==> config.mk <==
export PLATFORM = sky130hd
export DESIGN_NAME = apb_controller_fsm
export DESIGN_NICKNAME = d
export VERILOG_FILES = /design/src/rtl/apb_controller_fsm.sv
export SDC_FILE = /design/constraint.sdc
export NUM_CORES = 1
export LEC_CHECK = 0
export CORE_MARGIN = 2
export CORE_UTILIZATION = 43
export DETAILED_ROUTE_END_ITERATION = 8
export PLACE_DENSITY = 0.94
export SYNTH_ARGS = -nofsm -noshare
export SYNTH_HDL_FRONTEND = slang
export SYNTH_SLANG_ARGS = --single-unit
==> constraint.sdc <==
create_clock -name Hclk -period 4.8 [get_ports Hclk]
set_clock_uncertainty 0.2 [all_clocks]
set_input_delay 1.2 -clock Hclk [delete_from_list [all_inputs] [get_ports Hclk]]
set_output_delay 1.2 -clock Hclk [all_outputs]
set_load 0.005 [all_outputs]
==> src/rtl/apb_controller_fsm.sv <==
// APB master sequencer for the AHB-to-APB bridge: takes one decoded AHB transfer at a time
// and plays it out as APB SETUP/ENABLE phases, stalling AHB through Hreadyout.
module apb_controller_fsm #(
  parameter int unsigned ADDR_W = 32,
  parameter int unsigned DATA_W = 32,
  parameter int unsigned NSEL   = 3
) (
  input  logic              Hclk,
  input  logic              Hreset,
  input  logic              valid,
  input  logic              Hwrite,
  input  logic [ADDR_W-1:0] Haddr,
  input  logic [DATA_W-1:0] Hwdata,
  input  logic [NSEL-1:0]   tempselx,
  input  logic [DATA_W-1:0] Prdata,
  output logic [NSEL-1:0]   Pselx,
  output logic              Penable,
  output logic              Pwrite,
  output logic [ADDR_W-1:0] Paddr,
  output logic [DATA_W-1:0] Pwdata,
  output logic              Hreadyout,
  output logic [DATA_W-1:0] Hrdata
);

  typedef enum logic [2:0] {
    StIdle,
    StRSetup,
    StREnable,
    StRDone,
    StWWait,
    StWSetup,
    StWEnable
  } state_e;

  state_e state_q, state_d;

  // Transfer captured at accept time; write data arrives one cycle later (AHB data phase).
  logic [ADDR_W-1:0] addr_q, addr_d;
  logic [NSEL-1:0]   sel_q, sel_d;
  logic              write_q, write_d;
  logic [DATA_W-1:0] wdata_q, wdata_d;

  logic [NSEL-1:0]   pselx_q, pselx_d;
  logic              penable_q, penable_d;
  logic              pwrite_q, pwrite_d;
  logic [ADDR_W-1:0] paddr_q, paddr_d;
  logic [DATA_W-1:0] pwdata_q, pwdata_d;
  logic              hready_q, hready_d;

  logic accept;

  // Next-state and transfer capture.
  always_comb begin
    state_d = state_q;
    addr_d  = addr_q;
    sel_d   = sel_q;
    write_d = write_q;
    wdata_d = wdata_q;
    accept  = 1'b0;

    unique case (state_q)
      StIdle, StRDone: begin
        accept = valid && (tempselx != '0);
        if (accept) begin
          addr_d  = Haddr;
          sel_d   = tempselx;
          write_d = Hwrite;
          state_d = Hwrite ? StWWait : StRSetup;
        end else begin
          state_d = StIdle;
        end
      end
      StRSetup:  state_d = StREnable;
      StREnable: state_d = StRDone;
      StWWait: begin
        wdata_d = Hwdata;
        state_d = StWSetup;
      end
      StWSetup:  state_d = StWEnable;
      StWEnable: state_d = StIdle;
      default:   state_d = StIdle;
    endcase
  end

  // Outputs are decoded from the next state and registered, so they are pure Moore outputs
  // with no combinational path from the inputs. Paddr/Pwdata/Pwrite hold unless re-driven.
  always_comb begin
    pselx_d   = '0;
    penable_d = 1'b0;
    hready_d  = 1'b1;
    paddr_d   = paddr_q;
    pwrite_d  = pwrite_q;
    pwdata_d  = pwdata_q;

    unique case (state_d)
      StRSetup: begin
        pselx_d  = sel_d;
        paddr_d  = addr_d;
        pwrite_d = 1'b0;
        hready_d = 1'b0;
      end
      StREnable: begin
        pselx_d   = pselx_q;
        penable_d = 1'b1;
        hready_d  = 1'b0;
      end
      StWWait: begin
        hready_d = 1'b0;
      end
      StWSetup: begin
        pselx_d  = sel_d;
        paddr_d  = addr_d;
        pwdata_d = wdata_d;
        pwrite_d = 1'b1;
        hready_d = 1'b0;
      end
      StWEnable: begin
        pselx_d   = pselx_q;
        penable_d = 1'b1;
        hready_d  = 1'b0;
      end
      default: ;
    endcase
  end

  always_ff @(posedge Hclk) begin
    if (Hreset) begin
      state_q   <= StIdle;
      addr_q    <= '0;
      sel_q     <= '0;
      write_q   <= 1'b0;
      wdata_q   <= '0;
      pselx_q   <= '0;
      penable_q <= 1'b0;
      pwrite_q  <= 1'b0;
      paddr_q   <= '0;
      pwdata_q  <= '0;
      hready_q  <= 1'b1;
    end else begin
      state_q   <= state_d;
      addr_q    <= addr_d;
      sel_q     <= sel_d;
      write_q   <= write_d;
      wdata_q   <= wdata_d;
      pselx_q   <= pselx_d;
      penable_q <= penable_d;
      pwrite_q  <= pwrite_d;
      paddr_q   <= paddr_d;
      pwdata_q  <= pwdata_d;
      hready_q  <= hready_d;
    end
  end

  assign Pselx     = pselx_q;
  assign Penable   = penable_q;
  assign Pwrite    = pwrite_q;
  assign Paddr     = paddr_q;
  assign Pwdata    = pwdata_q;
  assign Hreadyout = hready_q;
  assign Hrdata    = (state_q == StRDone) ? Prdata : '0;

endmodule

# After elaboration in Yosys (flattened, before gate mapping)
# Index checks and enable logic that the tools add are counted.
word_totals:
  regBits: 140
  in_bits: 103
  out_inout_bits: 102
  elab_cells: 41
classes:
  n_eq_ne: 10
  n_mux: 13
  n_reduce_logical: 8
op_table:
  columns: ["operator", "count"]
  rows:
  - ["two-way mux 32 bit", 4]
  - ["== test 3 bit, second input constant", 5]
  - ["case mux 3 bit (5 select lines)", 1]
  - ["two-way mux 3 bit", 4]
  - ["== test 3 x 2 -> 1 bit, second input constant", 3]
  - ["== test 3 x 1 -> 1 bit, second input constant", 2]
  - ["case mux 3 bit (2 select lines)", 1]
  - ["OR reduction 2 bit", 3]
  - ["OR reduction 5 bit", 1]
  - ["logical NOT 3 bit", 1]
  - ["nonzero test 3 bit", 1]
  - ["two-way mux 1 bit", 2]
  - ["case mux 1 bit (2 select lines)", 1]
  - ["nonzero test 2 bit", 1]
  - ["logical AND 1 bit", 1]

# Longest topological paths before layout
# Gate-level depths: netlist (run 1).
logic_depth:
  depth_word: 7
  ltp_mapped: 7
  mapped_depth_nobuf: 4

# Worst setup path after synthesis (run 1)
# OpenSTA, ideal clock, no wires.
synth_timing:
  path_type: "input -> register"
  from: "in tempselx[0]"
  to: "reg paddr_q[10] (netlist: Paddr[10])"
  setup_time_ns: 0.087
  arrival_time_ns: 2.459
  required_ns: 4.513
  setup_slack_ns: 2.054
  path_stages: 6
  n_path_buf: 2
  cell_sequence: "or3_4 > and3_1 > buf_4 > buf_6 > mux2i_1 > a221oi_2"
synth_via:
  elab_chain_cells: 6
  word_cells_on_any_way: 9
synth_rtl:
  columns: ["element", "line", "rtl"]
  rows:
  - ["start: declaration", "14", "input logic [NSEL-1:0] tempselx,"]
  - ["nonzero test 3 bit (*)", "63", "accept = valid && (tempselx != '0);"]
  - ["logical AND 1 bit (*)", "63", null]
  - ["two-way mux 3 bit", "64", "if (accept) begin"]
  - ["case mux 3 bit (5 select lines)", "61", "unique case (state_q)"]
  - ["== test 3 bit or == test 3 x 1 -> 1 bit (tied branches)", "95", "unique case (state_d)"]
  - ["OR reduction 2 bit (no line)", null, null]
  - ["end signal: assignment", "148", "paddr_q <= paddr_d;"]
  - ["end: declaration", "46", "logic [ADDR_W-1:0] paddr_q, paddr_d;"]
# Mark *: on every way between the ends. The rest lies on a longest branch, timed or not.
# A chain may end at the register's enable or synchronous reset.

# Final worst setup path (run 1)
layout_timing:
  from: "reg state_q[0]"
  to: "out Hrdata[24]"
layout_via:
  elab_chain_cells: 2
layout_rtl:
  columns: ["element", "line", "rtl"]
  rows:
  - ["start: declaration", "35", "state_e state_q, state_d;"]
  - ["start signal: assignment", "128", "state_q <= StIdle;"]
  - ["start signal: assignment", "140", "state_q <= state_d;"]
  - ["== test 3 x 2 -> 1 bit", "160", "assign Hrdata = (state_q == StRDone) ? Prdata : '0;"]
  - ["two-way mux 32 bit", "160", null]
  - ["end: declaration", "22", "output logic [DATA_W-1:0] Hrdata"]
# Every way passes these cells.

==> impl_metrics.tcl, run 1 <==
set metrics [dict create \
    cts_resized 0 \
    netlist_instances 453 \
    drv_slew 0 \
    dp.cells 757 \
    path_max_fanout 34 \
    synth_top_family_by_area "simple AND/OR/NAND/NOR gates" \
    grt_max_degree 71 \
    hold_path_class "reg2reg" \
    cts-root-buf "clkbuf_8" \
    dieArea_sq_um 10900 \
    n_antenna_cell 0 \
    die_w_um 104 \
    yosys.area_share.adder_pct 0 \
    power.density_nw_per_um2 332 \
    area_growth_pct 51.7 \
    core_sq_um 9770 \
    min_period_ns 3.93 \
    ys_seq_elements 108 \
    comb_power_share_pct 27.8 \
    port_buffers 204 \
    p_sw_mw 0.656 \
    dp_hpwl_mm 8.88 \
    clk_latency_ns 0.35 \
    start_kind "flop" \
    synthMuxAreaShare_pct 7.39 \
    grt_usage_pct 21.8 \
    status "completed" \
    ioPinCount 205 \
    intPower_mw 1.52 \
    avgSynthCellArea_sq_um 9.56 \
    ir_worst_vdd_uv 182 \
    hold_viol_final 0 \
    ys_seq_area_share_pct 49.9 \
    drt-initial-drc-count 199 \
    clockPowerShare_pct 23.9 \
    seq_power_share_pct 48.3 \
    synthSimpleGateAreaFrac_pct 19.2 \
    yosysUniqueCellTypes 32 \
    end_kind "output port" \
    clkTransAtPathRegs_ns 0.10 \
    antenna_found_initial 0 \
    cts_tree "built" \
    cts-htree-levels 3 \
    wl_mm 12.1 \
    critPathRequiredTime_ns 3.40 \
    fill_cells 734 \
    total_power_mw 2.18 \
    p_sw_share_pct 30.1 \
    rsz0062_at_grt "false" \
    arrival_ns 2.53 \
    cts_buffers 9 \
    final_cell_mix "clkdlybuf4s50_1 (203), dfxtp_1 (108), nor2_1 (70)" \
    period_share_pct 81.9 \
    maxCapViolations 0 \
    synth_compound_area_share_pct 17.8 \
    wl_per_cell_um 15.7 \
    synthXorXnorAreaFrac_pct 0.578 \
    whs_ns 0.263 \
    nNetsFinal 738 \
    cts_hold_buf 0 \
    leakagePower_nw 2.35 \
    cts.sinks 108 \
    start_util_pct 44.3 \
    drc 0 \
    worstSetupPathType "reg2out" \
    multi_input_area_sq_um 1960 \
    die-height_um 104 \
    syn_nets 556 \
    grt_pass1_wl_mm 19.7 \
    place.gp.congestion 0.740 \
    vias_per_cell 5.05 \
    maxSlewHeadroom_pct 24.4 \
    grt_pass1_vias 3977 \
    clk_path_buf_depth 2 \
    fp-row-count 36 \
    final-seq-area_sq_um 2160 \
    yosys_warnings 0 \
    drtPass1Iterations 4 \
    worst_slew_pin_slew_ns 1.13 \
    syn-cell-area_sq_um 4330 \
    postCtsSetupRepairBufs 0 \
    clock.fmax_mhz 255 \
    final_cells 772 \
    drive_above_1_share_pct 9.23 \
    ant_nets 0 \
    layout_commonest_cell "clkdlybuf4s50_1" \
    fin_setup_tns_ns 0 \
    finalSetupViolations 0 \
    overflow 0 \
    dr_total_vias 3896 \
]
per-layer routing:
metal | vias up | track usage (%) | share of wire (%)
met3 | 17 | 6.39 | 7.7
li1 | 1893 | - | -
met2 | 138 | 38.1 | 51
met1 | 1848 | 25.8 | 40
met5 | - | 0 | 0
met4 | 0 | 6.66 | 1.3
synthesized netlist by cell type:
master	instances	share of area [%]
and2_1	32	4.6
buf_6	6	1.6
a221oi_2	27	9.4
nand2_1	67	5.8
a21oi_1	41	4.7
buf_2	4	0.46
and3b_1	1	0.20
clkbuf_1	25	2.2
and3_1	1	0.14
dfxtp_1	108	50
nand2b_1	4	0.58
o31ai_1	3	0.52
nor2b_1	1	0.14
o21ai_4	1	0.38
a221oi_1	5	1.0
nand3b_1	1	0.17
o31ai_2	1	0.29
nand3_1	3	0.35
buf_4	4	0.69
o21ai_0	2	0.23
buf_1	1	0.087
inv_1	2	0.17
xor2_1	1	0.20
mux2i_1	32	7.4
or3_4	1	0.26
nor2_1	70	6.1
and2b_1	1	0.17
or2_2	1	0.14
xnor2_2	1	0.38
a22o_1	3	0.61
nor3b_2	2	0.58
a41oi_4	1	0.64
metrics by stage:
stage | worst slack, ns | cell area [sq um] | utilization [%]
detailed placement | 1.01 | 6390 | 65.4
global route | 0.700 | 6580 | 67.3
finish | 0.871 | 6580 | 67.3
floorplan | 2.05 | 4330 | -
CTS | 0.848 | 6580 | 67.3
global placement | 1.12 | 6390 | 65.4
worst paths after layout:
kind / startpoint / endpoint / slack [ns] / cells past startpoint
worst min register to register: Pwdata[15]$_SDFFE_PP0N_ / Pwdata[15]$_SDFFE_PP0N_ / 0.26 / 2
worst max-delay path: state_q[0]$_SDFF_PP0_ / Hrdata[24] / 0.87 / 3
worst max register to register: state_q[0]$_SDFF_PP0_ / Paddr[8]$_SDFFE_PP0P_ / 1.69 / 5
worst min-delay path: Pwdata[15]$_SDFFE_PP0N_ / Pwdata[15]$_SDFFE_PP0N_ / 0.26 / 2
flip-flops by register name, summed over array words and instances (netlist names):
name       count
Paddr         32
Pwdata        32
addr_q        32
Pselx          3
sel_q          3
state_q        3
Hreadyout      1
Penable        1
Pwrite         1
logic make-up (layout without fill, tap and decap cells):
| kind of cell | after synthesis | count (layout) |
|---|---|---|
| AND/OR/NAND/NOR | 185 | 185 |
| flip-flops | 108 | 108 |
| AO/OA/AOI/OAI | 84 | 84 |
| buffers and inverters | 42 | 228 |
| multiplexers | 32 | 32 |
| XOR/XNOR | 2 | 2 |
power by group through the flow:
stage | Clock (mW) | Combinational (mW) | Sequential [mW]
after CTS | 0.537 | 0.611 | 1.05
after global placement | 0 | 0.582 | 1.07
after global routing | 0.564 | 0.656 | 1.06
after detailed placement | 0 | 0.609 | 1.07
after floorplan | 0 | 0.332 | 1.06
final | 0.521 | 0.606 | 1.05
worst max-delay path, stage by stage (launching register included):
cell and delay (ns):
dfxtp_1 0.58, and3b_1 0.82, and2_1 0.25, clkdlybuf4s50_1 0.53
final cells by class:
| class | count | area share [%] |
|---|---|---|
| clock buffer | 9 | 1.88 |
| clock inverter | 6 | 0.932 |
| inverter | 2 | 0.114 |
| multi-input combinational | 303 | 29.8 |
| sequential | 108 | 32.9 |
| tap | 133 | 2.53 |
| timing repair buffer | 211 | 31.8 |
Power figures use the tool's default switching activity.
==> run 2: changes to the inputs <==
- CORE_UTILIZATION: 43 -> 36
- PLACE_DENSITY: 0.94 -> 0.85
- clock period: 4.8 -> 3.5 ns (I/O delays scaled with it)
==> impl_metrics.tcl, run 2 (synthesis gave the netlist of run 1 again) <==
set metrics [dict create \
    status "completed" \
    antenna_found_initial 0 \
    cts-root-buf "clkbuf_16" \
    ant_nets 0 \
    path_max_fanout 34 \
    arrival_ns 2.13 \
    rsz0062_at_grt "false" \
    clock.fmax_mhz 312 \
    place_ws_ns 0.317 \
    drv_slew 0 \
    clk_path_buf_depth 2 \
    maxSlewHeadroom_pct 26.0 \
    dieArea_sq_um 12900 \
    cts_resized 0 \
    cts-htree-levels 3 \
    start_util_pct 36.5 \
    postCtsSetupRepairBufs 0 \
    dpl-instance-area_sq_um 6470 \
    fin_ws_ns 0.297 \
    clkTransAtPathRegs_ns 0.07 \
    core_sq_um 11900 \
    dp_hpwl_mm 8.47 \
    leakagePower_nw 2.44 \
    power.density_nw_per_um2 482 \
    layout_commonest_cell "clkdlybuf4s50_1" \
    drive_above_1_share_pct 9.94 \
    maxCapViolations 0 \
    dr_total_vias 3786 \
    period_share_pct 91.5 \
    fin_setup_tns_ns 0 \
    area_growth_pct 56.0 \
    drt-initial-drc-count 234 \
    overflow 0 \
    fp-row-count 40 \
    hold_path_class "reg2reg" \
    hold_viol_final 0 \
    total_power_mw 3.26 \
    grt_usage_pct 17.9 \
    cts_hold_buf 0 \
    fin_area_sq_um 6760 \
    grt_pass1_vias 3817 \
    nNetsFinal 742 \
    ff2ff_path_depth 6 \
    die-height_um 114 \
    critPathRequiredTime_ns 2.42 \
    ioPinCount 205 \
    cts_tree "built" \
    start_kind "flop" \
    end_kind "output port" \
    r2r_start "state_q[1]$_SDFF_PP0_" \
    vias_per_cell 4.79 \
    worstHoldStart "Pwdata[29]$_SDFFE_PP0N_" \
    port_buffers 204 \
    worstSetupPathType "reg2out" \
    whs_path_depth 2 \
    holdPathEnd "Pwdata[29]$_SDFFE_PP0N_" \
    wl_per_cell_um 14.8 \
    cts.sinks 108 \
    grt_pass1_wl_mm 18.7 \
    wl_mm 11.7 \
    rrSetupSlack_ns 1.09 \
    cts_buffers 9 \
    worst_slew_pin_slew_ns 1.11 \
    drc 0 \
    place.gp.congestion 0.789 \
    drtPass1Iterations 6 \
    finalSetupViolations 0 \
    n_antenna_cell 0 \
    min_period_ns 3.20 \
    clk_latency_ns 0.34 \
    ir_worst_vdd_uv 347 \
    final_cell_mix "clkdlybuf4s50_1 (203), dfxtp_1 (108), nor2_1 (70)" \
    grt_max_degree 56 \
    r2r_end "Paddr[31]$_SDFFE_PP0P_" \
    die_w_um 114 \
]
-- run 2: stage by stage --
stage | utilization, % | cells | hold WS [ns]
6_report | 57.0 | 791 | 0.255
4_1_cts | 57.0 | 791 | 0.256
2_1_floorplan | - | 453 | 0.248
3_3_place_gp | 54.6 | 775 | 0.241
5_1_grt | 57.0 | 791 | 0.277
3_5_place_dp | 54.6 | 775 | 0.246
-- run 2: final cells by class --
class | count | area, sq um
inverters | 2 | 7.51
clock inverters | 6 | 46.3
fillers | 1001 | 5100
clock buffers | 10 | 239
flip-flops and latches | 108 | 2160
multi-input cells | 303 | 1960
well taps | 147 | 184
repair buffers | 215 | 2160
-- run 2: report_power, final --
group / internal [mW] / switching (mW) / leakage (nW)
logic: 0.468 / 0.383 / 1.41
clock network: 0.509 / 0.458 / 0.141
registers: 1.37 / 0.0712 / 0.884
total: 2.35 / 0.912 / 2.44
-- run 2: layer usage --
metal  vias up  part of all wire, %  track usage [%]
li1       1910                    -                -
met1      1749                   43             21.5
met2       121                   50             31.5
met3         6                  6.9             6.32
met4         0                 0.62             3.17
met5         -                    0                0
-- run 2: critical path, stage by stage, from the launching register on --
cell             delay, ns
dfxtp_1               0.59
and3b_1               0.22
buf_4                 0.27
and2_1                0.21
clkdlybuf4s50_1       0.51
-- run 2: how the worst max path moves through the flow --
stage | startpoint | end | slack (ns) | depth (start not counted)
detailed placement | tempselx[0] | Paddr[31]$_SDFFE_PP0P_ | 0.32 | 6
finish | state_q[1]$_SDFF_PP0_ | Hrdata[6] | 0.30 | 4
CTS | state_q[1]$_SDFF_PP0_ | Hrdata[6] | 0.29 | 4
global route | state_q[1]$_SDFF_PP0_ | Hrdata[6] | 0.19 | 4
floorplan | tempselx[0] | Paddr[10]$_SDFFE_PP0P_ | 1.08 | 6
global placement | tempselx[0] | Paddr[0]$_SDFFE_PP0P_ | 0.41 | 6
